==> src/rtl/basic_control_unit.sv <==
// Hardwired control sequencer for the 16-bit accumulator datapath.
// Latency: mem-ref 5-7 cycles, reg-ref/I/O 4 cycles, interrupt cycle 3 cycles.
// Backpressure: none; S=0 (HLT) freezes the sequencer until RST.
//
// Ports:
//   CLK, RST               clock, synchronous active-high reset
//   ir                     IR contents: [15]=I, [14:12]=opcode, [11:0]=B11..B0
//   ac_zero, ac_sign       AC==0, AC[15]
//   dr_zero, e_in          DR==0, current E
//   fgi, fgo               input-ready / output-ready flags
//   bus_sel                bus source: 0 none, 1 AR, 2 PC, 3 DR, 4 AC, 5 IR, 6 TR, 7 MEM
//   *_ld/*_inc/*_clr       register load/increment/clear strobes
//   mem_rd, mem_wr         memory read onto the bus / write M[AR] from the bus
//   alu_op                 AC source when ac_ld: 1 AND, 2 ADD, 3 DR, 4 CMA, 5 CIR, 6 CIL, 7 INPR
//   e_clr, e_cmp           clear / complement E
//   fgi_clr, fgo_clr       flag clears after INP / OUT
//   t_state, ien, halted   sequence counter, IEN flip-flop, S==0
module basic_control_unit #(
   parameter int wsize     = 16,
   parameter int addr      = 12,
   parameter int SCDECODER = 4
) (
   input  logic                 CLK,
   input  logic                 RST,
   input  logic [wsize-1:0]     ir,
   input  logic                 ac_zero,
   input  logic                 ac_sign,
   input  logic                 dr_zero,
   input  logic                 e_in,
   input  logic                 fgi,
   input  logic                 fgo,
   output logic [2:0]           bus_sel,
   output logic                 ar_ld,
   output logic                 ar_inc,
   output logic                 ar_clr,
   output logic                 pc_ld,
   output logic                 pc_inc,
   output logic                 pc_clr,
   output logic                 dr_ld,
   output logic                 dr_inc,
   output logic                 ac_ld,
   output logic                 ac_inc,
   output logic                 ac_clr,
   output logic                 ir_ld,
   output logic                 tr_ld,
   output logic                 outr_ld,
   output logic                 mem_rd,
   output logic                 mem_wr,
   output logic [2:0]           alu_op,
   output logic                 e_clr,
   output logic                 e_cmp,
   output logic                 fgi_clr,
   output logic                 fgo_clr,
   output logic [SCDECODER-1:0] t_state,
   output logic                 ien,
   output logic                 halted
);

   typedef struct packed {
      logic [2:0] bus_sel;
      logic       ar_ld, ar_inc, ar_clr;
      logic       pc_ld, pc_inc, pc_clr;
      logic       dr_ld, dr_inc;
      logic       ac_ld, ac_inc, ac_clr;
      logic       ir_ld, tr_ld, outr_ld;
      logic       mem_rd, mem_wr;
      logic [2:0] alu_op;
      logic       e_clr, e_cmp;
      logic       fgi_clr, fgo_clr;
   } ctrl_t;

   // Bus sources (0 = bus idle, the default of a cleared ctrl_t)
   localparam logic [2:0] BUS_AR  = 3'd1;
   localparam logic [2:0] BUS_PC  = 3'd2;
   localparam logic [2:0] BUS_DR  = 3'd3;
   localparam logic [2:0] BUS_AC  = 3'd4;
   localparam logic [2:0] BUS_IR  = 3'd5;
   localparam logic [2:0] BUS_TR  = 3'd6;
   localparam logic [2:0] BUS_MEM = 3'd7;

   localparam logic [2:0] ALU_AND  = 3'd1;
   localparam logic [2:0] ALU_ADD  = 3'd2;
   localparam logic [2:0] ALU_DR   = 3'd3;
   localparam logic [2:0] ALU_CMA  = 3'd4;
   localparam logic [2:0] ALU_CIR  = 3'd5;
   localparam logic [2:0] ALU_CIL  = 3'd6;
   localparam logic [2:0] ALU_INPR = 3'd7;

   localparam logic [2:0] OP_AND = 3'd0;
   localparam logic [2:0] OP_ADD = 3'd1;
   localparam logic [2:0] OP_LDA = 3'd2;
   localparam logic [2:0] OP_STA = 3'd3;
   localparam logic [2:0] OP_BUN = 3'd4;
   localparam logic [2:0] OP_BSA = 3'd5;
   localparam logic [2:0] OP_ISZ = 3'd6;
   localparam logic [2:0] OP_D7  = 3'd7;

   localparam logic [SCDECODER-1:0] T0 = SCDECODER'(0);
   localparam logic [SCDECODER-1:0] T1 = SCDECODER'(1);
   localparam logic [SCDECODER-1:0] T2 = SCDECODER'(2);
   localparam logic [SCDECODER-1:0] T3 = SCDECODER'(3);
   localparam logic [SCDECODER-1:0] T4 = SCDECODER'(4);
   localparam logic [SCDECODER-1:0] T5 = SCDECODER'(5);
   localparam logic [SCDECODER-1:0] T6 = SCDECODER'(6);

   logic [SCDECODER-1:0] sc_q, sc_d;
   logic                 r_q, r_d;
   logic                 ien_q, ien_d;
   logic                 s_q, s_d;
   logic                 i_q, i_d;

   logic [2:0]           d_op;
   logic [addr-1:0]      b;
   logic                 sc_clr;
   ctrl_t                ctl;
   ctrl_t                ctl_out;

   assign d_op = ir[wsize-2 -: 3];
   assign b    = ir[addr-1:0];

   always_comb begin
      ctl    = '0;
      sc_clr = 1'b0;
      r_d    = r_q;
      ien_d  = ien_q;
      s_d    = s_q;
      i_d    = i_q;

      if (sc_q <= T2) begin
         if (r_q) begin
            // Interrupt cycle: save PC at M[0], resume fetching from M[1]
            case (sc_q)
               T0: begin
                  ctl.ar_clr  = 1'b1;
                  ctl.bus_sel = BUS_PC;
                  ctl.tr_ld   = 1'b1;
               end
               T1: begin
                  ctl.bus_sel = BUS_TR;
                  ctl.mem_wr  = 1'b1;
                  ctl.pc_clr  = 1'b1;
               end
               default: begin
                  ctl.pc_inc = 1'b1;
                  ien_d      = 1'b0;
                  r_d        = 1'b0;
                  sc_clr     = 1'b1;
               end
            endcase
         end else begin
            case (sc_q)
               T0: begin
                  ctl.bus_sel = BUS_PC;
                  ctl.ar_ld   = 1'b1;
               end
               T1: begin
                  ctl.bus_sel = BUS_MEM;
                  ctl.mem_rd  = 1'b1;
                  ctl.ir_ld   = 1'b1;
                  ctl.pc_inc  = 1'b1;
               end
               default: begin
                  ctl.bus_sel = BUS_IR;
                  ctl.ar_ld   = 1'b1;
                  i_d         = ir[wsize-1];
               end
            endcase
         end
      end else if (sc_q == T3) begin
         if (d_op == OP_D7) begin
            sc_clr = 1'b1;
            if (!i_q) begin
               // Register-reference: one AC operation, one E operation
               if (b[11]) begin
                  ctl.ac_clr = 1'b1;
               end else if (b[9]) begin
                  ctl.ac_ld  = 1'b1;
                  ctl.alu_op = ALU_CMA;
               end else if (b[7]) begin
                  ctl.ac_ld  = 1'b1;
                  ctl.alu_op = ALU_CIR;
               end else if (b[6]) begin
                  ctl.ac_ld  = 1'b1;
                  ctl.alu_op = ALU_CIL;
               end else if (b[5]) begin
                  ctl.ac_inc = 1'b1;
               end
               if (b[10]) begin
                  ctl.e_clr = 1'b1;
               end else if (b[8]) begin
                  ctl.e_cmp = 1'b1;
               end
               // All skip tests fold into a single PC increment
               ctl.pc_inc = (b[4] & ~ac_sign) | (b[3] & ac_sign) |
                            (b[2] & ac_zero)  | (b[1] & ~e_in);
               if (b[0]) begin
                  s_d = 1'b0;
               end
            end else begin
               if (b[11]) begin
                  ctl.ac_ld   = 1'b1;
                  ctl.alu_op  = ALU_INPR;
                  ctl.fgi_clr = 1'b1;
               end
               if (b[10]) begin
                  ctl.bus_sel = BUS_AC;
                  ctl.outr_ld = 1'b1;
                  ctl.fgo_clr = 1'b1;
               end
               ctl.pc_inc = (b[9] & fgi) | (b[8] & fgo);
               if (b[7]) begin
                  ien_d = 1'b1;
               end
               // IOF after ION so it wins when both bits are set
               if (b[6]) begin
                  ien_d = 1'b0;
               end
            end
         end else if (i_q) begin
            // Indirect: AR <- M[AR]
            ctl.bus_sel = BUS_MEM;
            ctl.mem_rd  = 1'b1;
            ctl.ar_ld   = 1'b1;
         end
      end else begin
         case (d_op)
            OP_AND, OP_ADD, OP_LDA, OP_ISZ: begin
               case (sc_q)
                  T4: begin
                     ctl.bus_sel = BUS_MEM;
                     ctl.mem_rd  = 1'b1;
                     ctl.dr_ld   = 1'b1;
                  end
                  T5: begin
                     if (d_op == OP_ISZ) begin
                        ctl.dr_inc = 1'b1;
                     end else begin
                        ctl.ac_ld  = 1'b1;
                        ctl.alu_op = (d_op == OP_AND) ? ALU_AND :
                                     (d_op == OP_ADD) ? ALU_ADD : ALU_DR;
                        sc_clr     = 1'b1;
                     end
                  end
                  T6: begin
                     if (d_op == OP_ISZ) begin
                        ctl.bus_sel = BUS_DR;
                        ctl.mem_wr  = 1'b1;
                        ctl.pc_inc  = dr_zero;
                        sc_clr      = 1'b1;
                     end
                  end
                  default: ;
               endcase
            end
            OP_STA: begin
               if (sc_q == T4) begin
                  ctl.bus_sel = BUS_AC;
                  ctl.mem_wr  = 1'b1;
                  sc_clr      = 1'b1;
               end
            end
            OP_BUN: begin
               if (sc_q == T4) begin
                  ctl.bus_sel = BUS_AR;
                  ctl.pc_ld   = 1'b1;
                  sc_clr      = 1'b1;
               end
            end
            OP_BSA: begin
               if (sc_q == T4) begin
                  ctl.bus_sel = BUS_PC;
                  ctl.mem_wr  = 1'b1;
                  ctl.ar_inc  = 1'b1;
               end else if (sc_q == T5) begin
                  ctl.bus_sel = BUS_AR;
                  ctl.pc_ld   = 1'b1;
                  sc_clr      = 1'b1;
               end
            end
            default: ;
         endcase
      end

      // Interrupts are only accepted outside fetch so IR/AR stay consistent
      if (!r_q && ien_q && (fgi || fgo) && (sc_q > T2)) begin
         r_d = 1'b1;
      end

      sc_d = sc_clr ? T0 : sc_q + SCDECODER'(1);

      if (!s_q) begin
         sc_d  = sc_q;
         r_d   = r_q;
         ien_d = ien_q;
         s_d   = s_q;
         i_d   = i_q;
      end
   end

   always_ff @(posedge CLK) begin
      if (RST) begin
         sc_q  <= T0;
         r_q   <= 1'b0;
         ien_q <= 1'b0;
         s_q   <= 1'b1;
         i_q   <= 1'b0;
      end else begin
         sc_q  <= sc_d;
         r_q   <= r_d;
         ien_q <= ien_d;
         s_q   <= s_d;
         i_q   <= i_d;
      end
   end

   assign ctl_out = (RST || !s_q) ? '0 : ctl;

   assign bus_sel = ctl_out.bus_sel;
   assign ar_ld   = ctl_out.ar_ld;
   assign ar_inc  = ctl_out.ar_inc;
   assign ar_clr  = ctl_out.ar_clr;
   assign pc_ld   = ctl_out.pc_ld;
   assign pc_inc  = ctl_out.pc_inc;
   assign pc_clr  = ctl_out.pc_clr;
   assign dr_ld   = ctl_out.dr_ld;
   assign dr_inc  = ctl_out.dr_inc;
   assign ac_ld   = ctl_out.ac_ld;
   assign ac_inc  = ctl_out.ac_inc;
   assign ac_clr  = ctl_out.ac_clr;
   assign ir_ld   = ctl_out.ir_ld;
   assign tr_ld   = ctl_out.tr_ld;
   assign outr_ld = ctl_out.outr_ld;
   assign mem_rd  = ctl_out.mem_rd;
   assign mem_wr  = ctl_out.mem_wr;
   assign alu_op  = ctl_out.alu_op;
   assign e_clr   = ctl_out.e_clr;
   assign e_cmp   = ctl_out.e_cmp;
   assign fgi_clr = ctl_out.fgi_clr;
   assign fgo_clr = ctl_out.fgo_clr;

   assign t_state = sc_q;
   assign ien     = ien_q;
   assign halted  = ~s_q;

endmodule

==> config.mk <==
export PLATFORM = sky130hd
export DESIGN_NAME = basic_control_unit
export DESIGN_NICKNAME = d
export VERILOG_FILES = /design/src/rtl/basic_control_unit.sv
export SDC_FILE = /design/constraint.sdc
export NUM_CORES = 1
export LEC_CHECK = 0
export ABC_AREA = 1
export CAP_MARGIN = 20
export CORE_UTILIZATION = 40
export DETAILED_ROUTE_END_ITERATION = 7
export PLACE_DENSITY = 0.88
export SYNTH_ARGS = -nofsm -noshare
export SYNTH_HDL_FRONTEND = slang
export SYNTH_SLANG_ARGS = --single-unit
==> constraint.sdc <==
create_clock -name CLK -period 2.1 [get_ports CLK]
set_input_delay 0.525 -clock CLK [delete_from_list [all_inputs] [get_ports CLK]]
set_output_delay 0.525 -clock CLK [all_outputs]
set_load 0.01 [all_outputs]
==> flow_metrics.env, run 1 <==
export IMPL_status="aborted with a tool error"
export IMPL_haltStage="5_1_grt"
export IMPL_run_stop_error="[ERROR GRT-0232] Routing congestion too high. Check the congestion heatmap in the GUI."
export IMPL_synthArstFlopShare_pct=0
export IMPL_synthCells=195
export IMPL_synthFlopType="dfxtp_1"
export IMPL_clockBufferDepth=2
export IMPL_die_width_um=55.5
export IMPL_yosysUniqueCellTypes=34
export IMPL_worst_ep_kind="top-level output"
export IMPL_ys_seq_area_share_pct=14.0
export IMPL_clock_root_buffer="clkbuf_4"
export IMPL_ys_ff_latch=8
export IMPL_yosys_warnings=0
export IMPL_synth_edf_count=0
export IMPL_synthesis_nets=223
export IMPL_grt_overflow_total=106
export IMPL_numCtsBuffers=3
export IMPL_clock_sinks=8
export IMPL_dp_cells=326
export IMPL_netlist_area_mm2=0.00114
export IMPL_start_util_pct=41.9
export IMPL_globalplace_congestion=0.891
export IMPL_io_pins=56
export IMPL_grtUsageTotal_pct=76.3
export IMPL_dp_hpwl_um=3570
export IMPL_dieHeight_um=55.5
export IMPL_grt_max_degree=11
export IMPL_cts_htree_levels=1
export IMPL_port_buffers=55
export IMPL_grt_repair_worst_endpoint="bus_sel[1]"
export IMPL_row_count=19
export IMPL_avgSynthCellArea_um2=5.87
==> synth_stat cells (2+ instances only) <==
| cell | instances | area share (%) |
|---|---|---|
| o211ai_1 | 2 | 1.3 |
| nor4_1 | 4 | 2.2 |
| inv_1 | 31 | 10 |
| a31oi_1 | 3 | 1.6 |
| dfxtp_1 | 8 | 14 |
| or2_2 | 2 | 1.1 |
| nor2_4 | 6 | 5.9 |
| o21ai_1 | 2 | 0.87 |
| buf_4 | 2 | 1.3 |
| inv_2 | 5 | 1.6 |
| ha_1 | 4 | 4.4 |
| nand4_1 | 5 | 2.7 |
| nand3_1 | 16 | 7.0 |
| o21ai_0 | 6 | 2.6 |
| o31ai_1 | 2 | 1.3 |
| a21oi_1 | 10 | 4.4 |
| nor3_1 | 8 | 3.5 |
| nand2_1 | 42 | 14 |
| nor2_1 | 21 | 6.9 |
| xor2_1 | 2 | 1.5 |
==> through the flow <==
stage / area (um2) / worst slack [ns]
after floorplan: 1160 / -0.0173
after detailed placement: 2100 / -0.849
after global placement: 2100 / -0.731
after CTS: 2440 / -0.163
==> what timing repair did <==
action                                  in CTS
pin swaps                                   22
buffers inserted                            23
hold buffers                                 0
resized for setup                          173
endpoints found under the hold margin        0
endpoints found under the setup margin      26
==> cell families after synthesis <==
kind of cell,share of synthesized area (%)
AO/OA/AOI/OAI,17.9
XOR/XNOR,2.30
adder cells (fa/ha/maj),4.37
buffers and inverters,13.9
flip-flops,14.0
AND/OR/NAND/NOR,47.5
==> per-layer routing <==
layer  track usage (%)  GRT overflow
met5              3.57             0
met3              42.6             1
met1              70.5             1
met2               102            50
met4               104            54
==> run 2: changes to the inputs <==
--- a/config.mk
+++ b/config.mk
@@ -7,9 +7,9 @@
 export LEC_CHECK = 0
 export ABC_AREA = 1
 export CAP_MARGIN = 20
-export CORE_UTILIZATION = 40
+export CORE_UTILIZATION = 25
 export DETAILED_ROUTE_END_ITERATION = 7
-export PLACE_DENSITY = 0.88
+export PLACE_DENSITY_LB_ADDON = 0.15
 export SYNTH_ARGS = -nofsm -noshare
 export SYNTH_HDL_FRONTEND = slang
 export SYNTH_SLANG_ARGS = --single-unit
==> flow_metrics.env, run 2 <==
export IMPL_numCtsBuffers=3
export IMPL_grt_overflow_total=0
export IMPL_yosysUniqueCellTypes=34
export IMPL_fin_crit_sh_pct=106
export IMPL_synthCells=195
export IMPL_final_cells=364
export IMPL_grt_pass1_wl_um=7780
export IMPL_netlist_area_mm2=0.00114
export IMPL_yosysMostFrequentCell="nand2_1"
export IMPL_clock_root_buffer="clkbuf_8"
export IMPL_hold_viol=0
export IMPL_pwr_share_comb_pct=80.2
export IMPL_swShare_pct=46.9
export IMPL_clkLatencyLatePin_ns=0.22
export IMPL_final_setup_skew_ns=0.00102
export IMPL_dp_cells=348
export IMPL_p_clk_share_pct=8.4
export IMPL_design_die_area_mm2=0.00485
export IMPL_drtIter0Drc=71
export IMPL_crit_slowest_cell="dfxtp_2"
export IMPL_synthFlopType="dfxtp_1"
export IMPL_synth_edf_count=0
export IMPL_final_common_cell="buf_4"
export IMPL_avgSynthCellArea_um2=5.87
export IMPL_synthMuxAreaShare_pct=0
export IMPL_drive_gt1_share_pct=53.2
export IMPL_die_width_um=69.7
export IMPL_worst_setup_path_start_kind="flip-flop"
export IMPL_drt_first_pass_iters=4
export IMPL_required_ns=1.57
export IMPL_cts_tree="done"
export IMPL_synthTopCellsByArea="dfxtp_1 (14%), nand2_1 (14%), inv_1 (10%)"
export IMPL_grt_pass1_vias=1711
export IMPL_drv_slew=0
export IMPL_fmax_mhz=449
export IMPL_row_count=24
export IMPL_crit_chain="inv_4, ha_4, nor2_4, nor2_8, nor2_4, buf_4, nor2_1, a21oi_1, buf_2"
export IMPL_critPathBufInv=3
export IMPL_ys_ff_latch=8
export IMPL_clockBufferDepth=2
export IMPL_drv_cap=0
export IMPL_dp_hpwl_um=3550
export IMPL_dpl_cell_area_mm2=0.00213
export IMPL_synth_top_area_share_pct=14.0
export IMPL_ir_drop_mv=0.538
export IMPL_grtUsageTotal_pct=19.3
export IMPL_largest_reg_flops=4
export IMPL_num_nets_final=342
export IMPL_port_buffers=55
export IMPL_critPathMaxStageDelay_ns=0.34
export IMPL_pwr_share_seq_pct=11.5
export IMPL_timing_final_crit_period_ns=2.23
export IMPL_final_area_mm2=0.00242
export IMPL_layout_common_cells="buf_4 (57), nand2_1 (34), clkdlybuf4s50_1 (25)"
export IMPL_power_density_mw_per_mm2=889
export IMPL_cp_top_family="simple AND/OR/NAND/NOR gates"
export IMPL_synth_compound_area_share_pct=17.9
export IMPL_p_sw_w=0.00101
export IMPL_synthesis_nets=223
export IMPL_antenna_found_initial=0
export IMPL_viasPerCell=4.69
export IMPL_cts_htree_levels=1
export IMPL_ys_seq_area_share_pct=14.0
export IMPL_synth_xor_area_share_pct=2.30
export IMPL_intPower_w=0.00114
export IMPL_drc=0
export IMPL_io_pins=56
export IMPL_setup_viol_count_final=19
export IMPL_hp_class="reg2reg"
export IMPL_synthArstFlopShare_pct=0
export IMPL_diodes=0
export IMPL_cp_end_kind="primary output"
export IMPL_drt_wl_total_um=4690
export IMPL_syn_to_final_growth_pct=111
export IMPL_num_vias=1706
export IMPL_grt_max_degree=11
export IMPL_status="complete, but fails checks"
export IMPL_core_area_mm2=0.00438
export IMPL_finalPower_w=0.00215
export IMPL_crit_type="reg2out"
export IMPL_globalplace_congestion=0.877
export IMPL_maxSlewHeadroom_pct=75.6
export IMPL_clock_sinks=8
export IMPL_power_leakage_nw=1.16
export IMPL_arrival_ns=1.70
export IMPL_start_util_pct=26.1
export IMPL_path_max_fanout=6
export IMPL_ant_nets=0
export IMPL_grt_setup_unrepaired="true"
export IMPL_worst_slack_ns=-0.126
export IMPL_yosys_warnings=0
export IMPL_path_common_cell="nor2_4"
export IMPL_clk_pin_slew_ns=0.04
export IMPL_synth_largest_area_cell="dfxtp_1"
export IMPL_wl_per_cell_um=12.9
export IMPL_synth_simple_area_share_pct=47.5
export IMPL_synth_top_family_by_area="simple AND/OR/NAND/NOR gates"
export IMPL_yosys_area_share_adder_pct=4.37
export IMPL_violations="setup timing"
export IMPL_tightest_slew_ns=0.365
export IMPL_yosys_top_cells_count="nand2_1 (42), inv_1 (31), nor2_1 (21)"
export IMPL_dieHeight_um=69.7
run 2: cell counts after synthesis:
No cell type changed its count.
run 2: path summary, 6_finish.rpt:
path                            cells past startpoint         end        from  slack (ns)
worst min-delay path                                4         ien         ien        0.53
worst max register to register                     13  t_state[1]  t_state[0]        0.30
worst max-delay path                                9      mem_rd  t_state[0]       -0.13
worst min register to register                      4         ien         ien        0.53
run 2: kinds of logic (layout without fill, tap and decap cells):
logic type                 after synthesis  count (layout)
AOI/OAI and AO/OA                       32              32
xor gates and xnor gates                 3               3
adders and majority gates                4               4
buffers and inverters                   40             157
DFF                                      8               8
and+or+nand+nor                        108             108
run 2: worst min-delay path, stage by stage, from the launching register on:
cell	delay [ns]
dfxtp_1	0.31
inv_1	0.05
nand2_1	0.04
inv_1	0.04
nor2_1	0.03
run 2: repair_timing:
item	4_1_cts	5_1_grt
resized for setup	160	36
pin swaps	17	17
endpoints found under the setup margin	26	25
hold endpoints to repair	0	0
buffers inserted	8	5
hold buffers	0	0
gates cloned	0	0
run 2: per-layer routing:
metal / track usage (%) / wire length, um
met5: 0 / 0
met4: 6.89 / 42
met3: 1.45 / 164
met2: 33.9 / 2480
met1: 24.6 / 2000
run 2: power groups by stage:
stage               registers, W  clock network [W]  logic, W
finish                  0.000246           0.000181   0.00173
floorplan               0.000244                  0  0.000757
global route            0.000251           0.000193   0.00187
CTS                     0.000237           0.000187   0.00158
detailed placement      0.000225                  0   0.00150
global placement        0.000225                  0   0.00150
run 2: through the flow:
stage,TNS [ns],setup WS (ns),utilization [%],hold WS [ns]
2_1_floorplan,-0.0346,-0.0173,-,0.532
3_3_place_gp,-17.94,-0.766,48.6,0.526
3_5_place_dp,-18.17,-0.776,48.6,0.523
4_1_cts,-0.860,-0.110,52.3,0.533
5_1_grt,-2.82,-0.201,55.2,0.560
6_report,-1.12,-0.126,55.2,0.528
run 2: cell type report:
cell class                 instances  area [um2]
timing repair buffer             118         908
sequential                         8         169
inverter                          36         150
multi-input combinational        147        1090
clock buffer                       3        41.3
tap                               52        65.1
fill                             427        1960
No activity file was read; power rests on OpenSTA's default activity.
